`config.mk`:
```
export PLATFORM = sky130hd
export DESIGN_NAME = calc_key_ctrl_flat
export DESIGN_NICKNAME = d
export VERILOG_FILES = /design/src/rtl/calc_key_ctrl_if.sv /design/src/rtl/calc_key_ctrl.sv /design/src/flat_wrapper.sv
export SDC_FILE = /design/constraint.sdc
export NUM_CORES = 1
export LEC_CHECK = 0
export BUFFER_PORTS_ARGS = -buffer_cell sky130_fd_sc_hd__buf_2
export CORE_ASPECT_RATIO = 2
export CORE_MARGIN = 2
export CORE_UTILIZATION = 25
export DETAILED_ROUTE_END_ITERATION = 7
export PLACE_DENSITY = 0.4
export SLEW_MARGIN = 5
export SYNTH_ARGS = -nofsm -noshare
export SYNTH_HDL_FRONTEND = slang
export SYNTH_SLANG_ARGS = --single-unit
```
`constraint.sdc`:
```
create_clock -name clk -period 10.8 [get_ports clk]
set_input_delay 0.54 -clock clk [delete_from_list [all_inputs] [get_ports clk]]
set_output_delay 0.54 -clock clk [all_outputs]
set_load 0.05 [all_outputs]
```
`src/rtl/calc_key_ctrl_if.sv`:
```
// Mouse inputs and display/status outputs of the CalcuTEC key controller.
// result_neg is present only when CALC_NEG_EN is defined.
interface calc_key_ctrl_if;
  logic [9:0]  mouse_x;
  logic [9:0]  mouse_y;
  logic        mouse_btn;
  logic [13:0] dibujar;
  logic [6:0]  signo;
  logic        busy;
  logic        error;
  logic        key_strobe;
`ifdef CALC_NEG_EN
  logic        result_neg;

  modport master (
    output mouse_x, mouse_y, mouse_btn,
    input  dibujar, signo, busy, error, key_strobe, result_neg
  );
  modport slave (
    input  mouse_x, mouse_y, mouse_btn,
    output dibujar, signo, busy, error, key_strobe, result_neg
  );
`else
  modport master (
    output mouse_x, mouse_y, mouse_btn,
    input  dibujar, signo, busy, error, key_strobe
  );
  modport slave (
    input  mouse_x, mouse_y, mouse_btn,
    output dibujar, signo, busy, error, key_strobe
  );
`endif
endinterface

```
`src/rtl/calc_key_ctrl.sv`:
```
// CalcuTEC keypad hit-test, operand/operator FSM and arithmetic (restoring divider); CALC_NEG_EN adds result_neg.
// Latency: click -> key_strobe 3 edges, outputs 1 edge later; DIV/MOD busy 15 cycles, others 1.
// Backpressure: none upstream; keys other than Clear arriving while busy are dropped.
module calc_key_ctrl #(
  parameter int KEY_SIZE  = 64,
  parameter int KEY_X0    = 90,
  parameter int KEY_Y0    = 150,
  parameter int COL_PITCH = 128,
  parameter int ROW_PITCH = 89,
  parameter int CLR_X0    = 560,
  parameter int CLR_Y0    = 150
) (
  input logic            clk,
  input logic            reset,
  calc_key_ctrl_if.slave bus
);

  typedef enum logic [2:0] {
    ST_ENTER_A, ST_OP_SEL, ST_ENTER_B, ST_COMPUTE, ST_RESULT, ST_ERROR
  } state_t;

  typedef enum logic [2:0] {
    OP_NONE, OP_ADD, OP_SUB, OP_MUL, OP_DIV, OP_MOD
  } op_t;

  localparam logic [4:0] K_ADD = 5'd10;
  localparam logic [4:0] K_SUB = 5'd11;
  localparam logic [4:0] K_MUL = 5'd12;
  localparam logic [4:0] K_DIV = 5'd13;
  localparam logic [4:0] K_MOD = 5'd14;
  localparam logic [4:0] K_EQ  = 5'd15;
  localparam logic [4:0] K_CLR = 5'd16;
  localparam logic [3:0] DIV_STEPS = 4'd14;

  function automatic logic [6:0] op_glyph(input op_t o);
    case (o)
      OP_ADD:  return 7'd96;
      OP_SUB:  return 7'd97;
      OP_MUL:  return 7'd98;
      OP_DIV:  return 7'd100;
      OP_MOD:  return 7'd101;
      default: return 7'd32;
    endcase
  endfunction

  // ---------------- input capture ----------------
  logic btn_s1, btn_s2, btn_s3;
  logic click;

  always_ff @(posedge clk) begin
    if (reset) begin
      btn_s1 <= 1'b0;
      btn_s2 <= 1'b0;
      btn_s3 <= 1'b0;
    end else begin
      btn_s1 <= bus.mouse_btn;
      btn_s2 <= btn_s1;
      btn_s3 <= btn_s2;
    end
  end

  assign click = btn_s2 & ~btn_s3;

  int         mx, my;
  logic [3:0] col_hit, row_hit;
  logic       clr_hit;
  logic [1:0] row_idx, col_idx;
  logic       hit;
  logic [4:0] hit_code;

  assign mx = {22'd0, bus.mouse_x};
  assign my = {22'd0, bus.mouse_y};

  always_comb begin
    col_hit = '0;
    row_hit = '0;
    row_idx = '0;
    col_idx = '0;
    for (int i = 0; i < 4; i++) begin
      col_hit[i] = (mx >= KEY_X0 + i * COL_PITCH) && (mx <= KEY_X0 + i * COL_PITCH + KEY_SIZE);
      row_hit[i] = (my >= KEY_Y0 + i * ROW_PITCH) && (my <= KEY_Y0 + i * ROW_PITCH + KEY_SIZE);
      if (row_hit[i]) row_idx = 2'(i);
      if (col_hit[i]) col_idx = 2'(i);
    end
    clr_hit = (mx >= CLR_X0) && (mx <= CLR_X0 + KEY_SIZE) &&
              (my >= CLR_Y0) && (my <= CLR_Y0 + KEY_SIZE);
  end

  always_comb begin
    hit      = 1'b0;
    hit_code = '0;
    if (clr_hit) begin
      hit      = 1'b1;
      hit_code = K_CLR;
    end else if (|row_hit && |col_hit) begin
      hit = 1'b1;
      case ({row_idx, col_idx})
        4'h0: hit_code = 5'd1;
        4'h1: hit_code = 5'd2;
        4'h2: hit_code = 5'd3;
        4'h3: hit_code = K_ADD;
        4'h4: hit_code = 5'd4;
        4'h5: hit_code = 5'd5;
        4'h6: hit_code = 5'd6;
        4'h7: hit_code = K_SUB;
        4'h8: hit_code = 5'd7;
        4'h9: hit_code = 5'd8;
        4'hA: hit_code = 5'd9;
        4'hB: hit_code = K_MUL;
        4'hC: hit_code = 5'd0;
        4'hD: hit_code = K_EQ;
        4'hE: hit_code = K_DIV;
        default: hit_code = K_MOD;
      endcase
    end
  end

  logic       key_strobe_q;
  logic [4:0] key_code_q;

  always_ff @(posedge clk) begin
    if (reset) begin
      key_strobe_q <= 1'b0;
      key_code_q   <= '0;
    end else begin
      key_strobe_q <= click & hit;
      key_code_q   <= hit_code;
    end
  end

  // ---------------- sequencing state ----------------
  state_t      state_q, state_n;
  logic [13:0] a_q, a_n, b_q, b_n;
  op_t         op_q, op_n, pend_q, pend_n, key_op;
  logic        to_res_q, to_res_n;
  logic [3:0]  cnt_q, cnt_n;
  logic [13:0] rem_q, rem_n, quo_q, quo_n;
  logic [13:0] dibujar_q, dibujar_n;
  logic [6:0]  signo_q, signo_n;
  logic        busy_q, error_q;
`ifdef CALC_NEG_EN
  logic        neg_q, neg_n, res_neg;
`endif

  logic        is_digit, is_op, is_eq, is_clr, is_divop, step;
  logic [3:0]  digit;
  logic [14:0] sum, rem_sh;
  logic [27:0] prod;
  logic        div_ge;
  logic [13:0] res_val;
  logic        res_err;

  assign digit    = key_code_q[3:0];
  assign is_digit = key_strobe_q && (key_code_q <= 5'd9);
  assign is_op    = key_strobe_q && (key_code_q >= K_ADD) && (key_code_q <= K_MOD);
  assign is_eq    = key_strobe_q && (key_code_q == K_EQ);
  assign is_clr   = key_strobe_q && (key_code_q == K_CLR);
  assign is_divop = (op_q == OP_DIV) || (op_q == OP_MOD);
  assign step     = is_divop && (cnt_q != DIV_STEPS);

  assign sum    = {1'b0, a_q} + {1'b0, b_q};
  assign prod   = {14'd0, a_q} * {14'd0, b_q};
  assign rem_sh = {rem_q, quo_q[13]};
  assign div_ge = rem_sh >= {1'b0, b_q};

  always_comb begin
    key_op = OP_NONE;
    case (key_code_q)
      K_ADD:   key_op = OP_ADD;
      K_SUB:   key_op = OP_SUB;
      K_MUL:   key_op = OP_MUL;
      K_DIV:   key_op = OP_DIV;
      K_MOD:   key_op = OP_MOD;
      default: key_op = OP_NONE;
    endcase
  end

  always_comb begin
    res_val = '0;
    res_err = 1'b0;
`ifdef CALC_NEG_EN
    res_neg = 1'b0;
`endif
    case (op_q)
      OP_ADD: begin
        res_val = sum[13:0];
        res_err = sum > 15'd9999;
      end
      OP_SUB: begin
        if (b_q > a_q) begin
`ifdef CALC_NEG_EN
          res_val = b_q - a_q;
          res_neg = 1'b1;
`else
          res_err = 1'b1;
`endif
        end else begin
          res_val = a_q - b_q;
        end
      end
      OP_MUL: begin
        res_val = prod[13:0];
        res_err = prod > 28'd9999;
      end
      OP_DIV: begin
        res_val = quo_q;
        res_err = (b_q == 14'd0) || (quo_q > 14'd9999);
      end
      OP_MOD: begin
        res_val = rem_q;
        res_err = b_q == 14'd0;
      end
      default: res_err = 1'b0;
    endcase
  end

  always_comb begin
    state_n  = state_q;
    a_n      = a_q;
    b_n      = b_q;
    op_n     = op_q;
    pend_n   = pend_q;
    to_res_n = to_res_q;
    cnt_n    = cnt_q;
    rem_n    = rem_q;
    quo_n    = quo_q;
`ifdef CALC_NEG_EN
    neg_n    = neg_q;
`endif
    if (is_clr) begin
      state_n = ST_ENTER_A;
      a_n     = '0;
      b_n     = '0;
      op_n    = OP_NONE;
`ifdef CALC_NEG_EN
      neg_n   = 1'b0;
`endif
    end else begin
      case (state_q)
        ST_ENTER_A, ST_OP_SEL, ST_ENTER_B, ST_RESULT: begin
          if (is_digit) begin
`ifdef CALC_NEG_EN
            neg_n = 1'b0;
`endif
            case (state_q)
              ST_ENTER_A: if (a_q <= 14'd999) a_n = a_q * 14'd10 + {10'd0, digit};
              ST_ENTER_B: if (b_q <= 14'd999) b_n = b_q * 14'd10 + {10'd0, digit};
              ST_OP_SEL: begin
                b_n     = {10'd0, digit};
                state_n = ST_ENTER_B;
              end
              default: begin
                a_n     = {10'd0, digit};
                op_n    = OP_NONE;
                state_n = ST_ENTER_A;
              end
            endcase
          end else if ((is_op || is_eq) && state_q == ST_ENTER_B) begin
            // Divider starts with the dividend in the quotient shift register.
            pend_n   = key_op;
            to_res_n = is_eq;
            cnt_n    = '0;
            rem_n    = '0;
            quo_n    = a_q;
            state_n  = ST_COMPUTE;
          end else if (is_op) begin
            op_n    = key_op;
            state_n = ST_OP_SEL;
          end
        end
        ST_COMPUTE: begin
          if (step) begin
            rem_n = div_ge ? (rem_sh[13:0] - b_q) : rem_sh[13:0];
            quo_n = {quo_q[12:0], div_ge};
            cnt_n = cnt_q + 4'd1;
          end else if (res_err) begin
            state_n = ST_ERROR;
          end else begin
            a_n = res_val;
`ifdef CALC_NEG_EN
            if (res_neg) neg_n = 1'b1;
`endif
            if (to_res_q) begin
              state_n = ST_RESULT;
            end else begin
              op_n    = pend_q;
              state_n = ST_OP_SEL;
            end
          end
        end
        default: state_n = state_q;
      endcase
    end
  end

  always_comb begin
    dibujar_n = dibujar_q;
    signo_n   = op_glyph(op_n);
    case (state_n)
      ST_ENTER_A, ST_OP_SEL, ST_RESULT: dibujar_n = a_n;
      ST_ENTER_B:                       dibujar_n = b_n;
      ST_ERROR: begin
        dibujar_n = '0;
        signo_n   = 7'd69;
      end
      default:                          dibujar_n = dibujar_q;
    endcase
  end

  always_ff @(posedge clk) begin
    if (reset) begin
      state_q   <= ST_ENTER_A;
      a_q       <= '0;
      b_q       <= '0;
      op_q      <= OP_NONE;
      pend_q    <= OP_NONE;
      to_res_q  <= 1'b0;
      cnt_q     <= '0;
      rem_q     <= '0;
      quo_q     <= '0;
      dibujar_q <= '0;
      signo_q   <= 7'd32;
      busy_q    <= 1'b0;
      error_q   <= 1'b0;
`ifdef CALC_NEG_EN
      neg_q     <= 1'b0;
`endif
    end else begin
      state_q   <= state_n;
      a_q       <= a_n;
      b_q       <= b_n;
      op_q      <= op_n;
      pend_q    <= pend_n;
      to_res_q  <= to_res_n;
      cnt_q     <= cnt_n;
      rem_q     <= rem_n;
      quo_q     <= quo_n;
      dibujar_q <= dibujar_n;
      signo_q   <= signo_n;
      busy_q    <= state_n == ST_COMPUTE;
      error_q   <= state_n == ST_ERROR;
`ifdef CALC_NEG_EN
      neg_q     <= neg_n;
`endif
    end
  end

  assign bus.dibujar    = dibujar_q;
  assign bus.signo      = signo_q;
  assign bus.busy       = busy_q;
  assign bus.error      = error_q;
  assign bus.key_strobe = key_strobe_q;
`ifdef CALC_NEG_EN
  assign bus.result_neg = neg_q;
`endif

endmodule

```
`src/flat_wrapper.sv`:
```
// flat-port wrapper written by rule: the top's interface ports become plain ports
module calc_key_ctrl_flat 
#(
  parameter int KEY_SIZE  = 64,
  parameter int KEY_X0    = 90,
  parameter int KEY_Y0    = 150,
  parameter int COL_PITCH = 128,
  parameter int ROW_PITCH = 89,
  parameter int CLR_X0    = 560,
  parameter int CLR_Y0    = 150
)
  (clk, reset, bus_mouse_x, bus_mouse_y, bus_mouse_btn, bus_dibujar, bus_signo, bus_busy, bus_error, bus_key_strobe);
  calc_key_ctrl_if bus_i ();
  input logic clk;
  input logic reset;
  input wire logic [$bits(bus_i.mouse_x)-1:0] bus_mouse_x;
  input wire logic [$bits(bus_i.mouse_y)-1:0] bus_mouse_y;
  input wire logic [$bits(bus_i.mouse_btn)-1:0] bus_mouse_btn;
  output wire logic [$bits(bus_i.dibujar)-1:0] bus_dibujar;
  output wire logic [$bits(bus_i.signo)-1:0] bus_signo;
  output wire logic [$bits(bus_i.busy)-1:0] bus_busy;
  output wire logic [$bits(bus_i.error)-1:0] bus_error;
  output wire logic [$bits(bus_i.key_strobe)-1:0] bus_key_strobe;
  assign bus_i.mouse_x = bus_mouse_x;
  assign bus_i.mouse_y = bus_mouse_y;
  assign bus_i.mouse_btn = bus_mouse_btn;
  assign bus_dibujar = bus_i.dibujar;
  assign bus_signo = bus_i.signo;
  assign bus_busy = bus_i.busy;
  assign bus_error = bus_i.error;
  assign bus_key_strobe = bus_i.key_strobe;
  calc_key_ctrl #(.KEY_SIZE(KEY_SIZE), .KEY_X0(KEY_X0), .KEY_Y0(KEY_Y0), .COL_PITCH(COL_PITCH), .ROW_PITCH(ROW_PITCH), .CLR_X0(CLR_X0), .CLR_Y0(CLR_Y0)) u_core (.clk(clk), .reset(reset), .bus(bus_i));
endmodule
```
======== After elaboration in Yosys (flattened, before gate mapping) ========
Memories as Yosys holds them, arrays and structs flattened.
Cells that the tools add are included.
cells by class
  equal/unequal tests ..................... 30
  multiplexer cells ....................... 61
  reductions and logical operators ........ 38
  $lt $le $gt $ge ......................... 28
  shift operators ......................... 0
  add/sub/neg operators ................... 6
  bitwise operators ....................... 6
  div/mod/pow operators ................... 0
  multiply operators ...................... 3
operators with widths
  cell                                                    count
  2-to-1 mux 14 bit                                       17
  one-hot mux 14 bit (2 select lines)                     5
  one-hot mux 14 bit (5 select lines)                     1
  <= comparator 10 x 9 -> 1 bit (second input constant)   5
  2-to-1 mux 3 bit                                        15
  one-hot mux 14 bit (3 select lines)                     1
  >= comparator 10 x 9 -> 1 bit (second input constant)   4
  one-hot mux 7 bit (5 select lines)                      1
  equality test 5 x 4 -> 1 bit (second input constant)    6
  >= comparator 10 x 8 -> 1 bit (second input constant)   3
  adder 14 x 4 -> 14 bit                                  2
  > comparator 28 x 14 -> 1 bit (second input constant)   1
  <= comparator 14 x 10 -> 1 bit (second input constant)  2
  multiplier 14 x 14 -> 28 bit                            1
  multiplier 14 x 3 -> 13 bit (second input constant)     2
  subtractor 14 bit                                       2
  equality test 3 x 2 -> 1 bit (second input constant)    8
  equality test 3 bit (second input constant)             7
  <= comparator 10 bit (second input constant)            2
  <= comparator 10 x 8 -> 1 bit (second input constant)   2
  logical AND 1 bit                                       19
  one-hot mux 3 bit (2 select lines)                      3
  adder 14 x 14 -> 15 bit                                 1
  >= comparator 15 x 14 -> 1 bit                          1
  other kinds (33)                                        61
storage, ports and cells
  input bits .............................. 23
  register bits ........................... 102
  word-level logic and storage cells ...... 193
  memory bits (read-only) ................. 64
  memories kept ........................... 1
  bits in writable memories ............... 0
  bits in latches ......................... 0
memory list
  name              words  width  read ports  clocked after memory_dff  wr ports  line                 source
  (name not given)  16     4      1           0                         0         calc_key_ctrl.sv:97  case ({row_idx, col_idx})

======== Logic depth before layout (Yosys ltp) ========
  depth in word-level cells ............... 12
  gate-level depth with buffers ........... 30
  mapped depth without buffers ............ 28

======== Least setup slack after synthesis ========
OpenSTA, ideal clock, no wires.
  path kind ............................... register to register
  start point ............................. register u_core.a_q[6]
  end point ............................... register u_core.dibujar_q[2], in the netlist u_core.bus.dibujar[2]
  data arrival time ....................... 7,526 ps
  required time ........................... 10,733 ps
  setup slack ............................. 3,207 ps
  stages on the path, launching flop included .. 30
  setup time .............................. 67 ps
  path buffers ............................ 2
  cells stage by stage .................... dfxtp_1 clkbuf_1 clkbuf_1 and2_1 fa_1 inv_1 fa_1 inv_1 fa_1 inv_1 fa_1 inv_1 fa_1 inv_1 fa_1 inv_1 ha_1 a21oi_1 nand2_1 o211ai_1 mux2_1 a211oi_1 nand4b_1 or4_4 o21a_4 o311ai_4 a222oi_1 a311oi_4 a21bo_1 a21oi_2
between the ends
  word-level cells in the longest chain between the ends .. 10
  elaborated cells between the ends (all ways) .. 29
  classes of those cells .................. 1 x add/sub; 1 x mul; 4 x order compare; 4 x eq/ne; 16 x mux; 3 x reduce/logical
ends and longest elaborated chain
  what                                                                       line                  source
  start, declared                                                            calc_key_ctrl.sv:133  logic [13:0] a_q, a_n, b_q, b_n;
  start signal, assigned                                                     calc_key_ctrl.sv:330  a_q <= a_n;
  multiplier 14 x 14 -> 28 bit (tied with other cells)                       calc_key_ctrl.sv:162  assign prod = {14'd0, a_q} * {14'd0, b_q};
  > comparator 28 x 14 -> 1 bit (tied with other cells)                      calc_key_ctrl.sv:203  res_err = prod > 28'd9999;
  one-hot mux 1 bit (5 select lines)                                         calc_key_ctrl.sv:184  case (op_q)
  2-to-1 mux 3 bit                                                           calc_key_ctrl.sv:276  end else if (res_err) begin
  2-to-1 mux 3 bit                                                           calc_key_ctrl.sv:272  if (step) begin
  one-hot mux 3 bit (2 select lines)                                         calc_key_ctrl.sv:239  case (state_q)
  2-to-1 mux 3 bit                                                           calc_key_ctrl.sv:230  if (is_clr) begin
  equality test 3 x 1 -> 1 bit (tied with other cells)                       calc_key_ctrl.sv:299  case (state_n)
  OR reduction 3 bit                                                         calc_key_ctrl.sv:299
  one-hot mux 14 bit (3 select lines) or nonzero test 3 bit (tied branches)  -
  end signal, assigned                                                       calc_key_ctrl.sv:338  dibujar_q <= dibujar_n;
  end, declared                                                              calc_key_ctrl.sv:138  logic [13:0] dibujar_q, dibujar_n;
Several ways; a longest one is shown, not always the timed one.
A chain may end at the register's enable or synchronous reset.

======== Worst setup path in the final report ========
  start point ............................. register u_core.a_q[3]
  end point ............................... register u_core.dibujar_q[3], in the netlist u_core.bus.dibujar[3]
Same word-level chain as after synthesis.

==> results.cfg <==
[status]
run_status = completed

[route]
drc = 0
drt.antenna.violating_nets = 0
drt_iter0_drc = 1032
firstDrtPassIters = 8
via_per_inst = 5.15
via_count = 14700
finalWirelength_um = 60400
wl_per_cell_um = 21.2

[min_path]
min_path_type = reg -> reg

[layout]
area_delta_synth_final_pct = 8.93
antennaDiodeCount = 0
final_area_um2 = 17400
fin_nets = 2395
utilization = 0.274
drive_gt1_frac = 0.0655

[clock_tree]
clk_latency_ns = 0.38
cts_resized = 0
path_clk_slew_ns = 0.09
cts_max_level = 3
cts_root_buf = clkbuf_16
cts_buffer_depth = 2
cts_made_buffers = 9
cts_num_sinks = 100
tritoncts = built
cts_setup_buffers = 0
hold_buffers = 0

[flow_run]
maxCapViolations = 0

[power]
peakVddDrop_mv = 0.0579
power_frac_clock = 0.457
p_comb_frac = 0.042
swShare = 0.267
p_per_area_nw_per_um2 = 42.5
pwr-share-seq = 0.501
p_switching_w = 0.000197
p_leak_nw = 7.72
p_int_w = 0.000541

[sta]
max_freq_ghz = 0.112
skew_ns = 0.0186
rsz0062_at_grt = false
tns_ns = 0
fin_crit_sh = 0.823
period_needed_ns = 8.89
finalHoldViolCount = 0
drv_slew = 0
worstMarginPinSlew_ns = 1.16
slew_headroom = 0.222
setup_viol = 0

[logic_synthesis]
ys_seq_area_frac = 0.126
syn_avg_cell_area_um2 = 7.80
synth_area_leader_cell = fa_1
synth_top_area_share = 0.186
synthFlopType = dfxtp_1
syn_area_um2 = 15900
yosysWarnings = 0
synthCells = 2044
synthArstFlopShare = 0
ys_ff_latch = 100
ys_top_cells_by_area = fa_1 (19%), ha_1 (14%), dfxtp_1 (13%)
synth.most_common_cell = nand2_1
synth_common_cells = nand2_1 (251), inv_1 (229), ha_1 (182)
synth.distinct_cells = 99
synth_edf_count = 0

[global_route]
track_usage = 0.183
antenna_found_initial = 0
globalRouteOverflowTotal = 0
grt_pass1_wl_um = 91800
grt_max_degree = 50
grt_pass1_vias = 14700

[floorplan]
die_area_um2 = 65900
rows = 131
ios = 47
die_w_um = 183
start_util = 0.251
coreArea_um2 = 63400
die_h_um = 361

[worst_setup_path]
critPathMaxFanout = 10
rrSetupSlack_ns = 1.91
critPathCaptureType = register
crit_required_ns = 11.03
crit_path_start_kind = register
critPathArrivalTime_ns = 9.12
path_class = reg -> reg

[placed_design]
port_buffers = 44
dpl_cell_area_um2 = 17100
gp_congestion = 0.857
dpl.hpwl_um = 47800
## area by class of cell
type                       count  area, um^2
clock buffer                  10         229
clock inverter                 6        60.1
tap                          798         998
sequential                   100        2000
timing repair buffer          82         505
inverter                     232         871
fill                        7001       46100
multi-input combinational   1617       12700
## cells in the final DEF (no fill, tap or decap), types with 9 or more instances in the layout
cell type | netlist | final
o21ai_0 | 91 | 91
o21ai_1 | 9 | 9
inv_1 | 229 | 229
nor4_1 | 16 | 15
or3_1 | 9 | 9
dfxtp_1 | 100 | 100
a21oi_1 | 126 | 126
a22o_1 | 10 | 10
o221ai_1 | 12 | 12
xor2_1 | 22 | 22
and2_1 | 68 | 68
nor3_1 | 35 | 35
o31ai_1 | 10 | 10
and3_1 | 12 | 12
nand2_1 | 251 | 251
buf_2 | 5 | 44
nor2_1 | 177 | 176
nand2b_1 | 22 | 22
o21a_1 | 11 | 11
xnor2_1 | 62 | 62
nand3_1 | 38 | 38
ha_1 | 182 | 182
nand4_1 | 20 | 20
buf_4 | 3 | 38
a31oi_1 | 34 | 34
fa_1 | 148 | 148
a21boi_0 | 10 | 10
a211oi_1 | 20 | 19
a21o_1 | 32 | 32
nor2b_1 | 30 | 30
clkbuf_16 | 0 | 9
or2_2 | 9 | 9
## worst max-delay path, stage by stage, from the launching register on
cell	delay, ns
dfxtp_1	0.76
inv_1	0.44
nor2_1	0.27
fa_1	0.42
inv_1	0.08
fa_1	0.41
inv_1	0.09
fa_1	0.43
fa_1	0.53
fa_1	0.55
inv_1	0.06
fa_1	0.54
inv_1	0.05
ha_1	0.36
a21oi_1	0.19
o21ai_1	0.16
a211oi_1	0.40
a21oi_1	0.16
a21boi_1	0.20
xnor2_1	0.08
or4_4	0.60
o21a_4	0.29
o31ai_1	0.40
o21ai_0	0.20
a2111oi_0	0.77
nand2b_1	0.20
a211oi_1	0.07
## cells by family (layout without fill, tap and decap cells)
logic type,after synthesis,in the layout,synth area share
adders and majority gates,330,330,0.329
DFF,100,100,0.126
other,1,2,0.000235
and+or+nand+nor,720,720,0.214
muxes,5,5,0.00322
buffers and inverters,328,330,0.0789
xor gates and xnor gates,85,85,0.0476
AOI/OAI and AO/OA,475,475,0.202
## state kept, by name, summed over array words and instances (netlist names)
| signal | count |
|---|---|
| u_core.a_q | 14 |
| u_core.b_q | 14 |
| u_core.bus.dibujar | 14 |
| u_core.quo_q | 14 |
| u_core.rem_q | 14 |
| u_core.bus.signo | 5 |
| u_core.key_code_q | 5 |
| u_core.cnt_q | 4 |
| u_core.op_q | 3 |
| u_core.pend_q | 3 |
| u_core.state_q | 3 |
| u_core.btn_s1 | 1 |
| u_core.btn_s2 | 1 |
| u_core.btn_s3 | 1 |
| u_core.bus.busy | 1 |
| u_core.bus.error | 1 |
| u_core.bus.key_strobe | 1 |
| u_core.to_res_q | 1 |
## through the flow
stage,worst slack [ns],power [W],instances,hold slack (ns)
floorplan,3.21,0.000397,2045,0.373
global placement,2.03,0.000409,2829,0.399
detailed placement,1.99,0.000409,2829,0.401
CTS,1.92,0.000748,2845,0.394
global route,1.43,0.000762,2845,0.407
finish,1.91,0.000738,2845,0.392
## worst paths after layout
path | end | start | cells past startpoint
worst min-delay path | u_core.bus.key_strobe | u_core.btn_s3 | 1
worst max-delay path | u_core.bus.dibujar[3] | u_core.a_q[3] | 26
worst min register to register | u_core.bus.key_strobe | u_core.btn_s3 | 1
worst max register to register | u_core.bus.dibujar[3] | u_core.a_q[3] | 26
## layer usage
| metal | GRT usage | wire, um | vias to the layer above |
|---|---|---|---|
| met3 | 0.0176 | 2160 | 57 |
| met1 | 0.249 | 27500 | 7273 |
| li1 | - | - | 6994 |
| met4 | 0.0533 | 1880 | 0 |
| met2 | 0.304 | 28900 | 327 |
| met5 | 0 | 0 | - |
## power by group through the flow
stage / clock network [W] / logic [W] / registers (W)
3_3_place_gp: 0 / 0.0000310 / 0.000378
4_1_cts: 0.000348 / 0.0000309 / 0.000370
6_report: 0.000337 / 0.0000307 / 0.000370
3_5_place_dp: 0 / 0.0000308 / 0.000378
5_1_grt: 0.000358 / 0.0000344 / 0.000370
2_1_floorplan: 0 / 0.0000188 / 0.000378
Power figures use the tool's default switching activity.
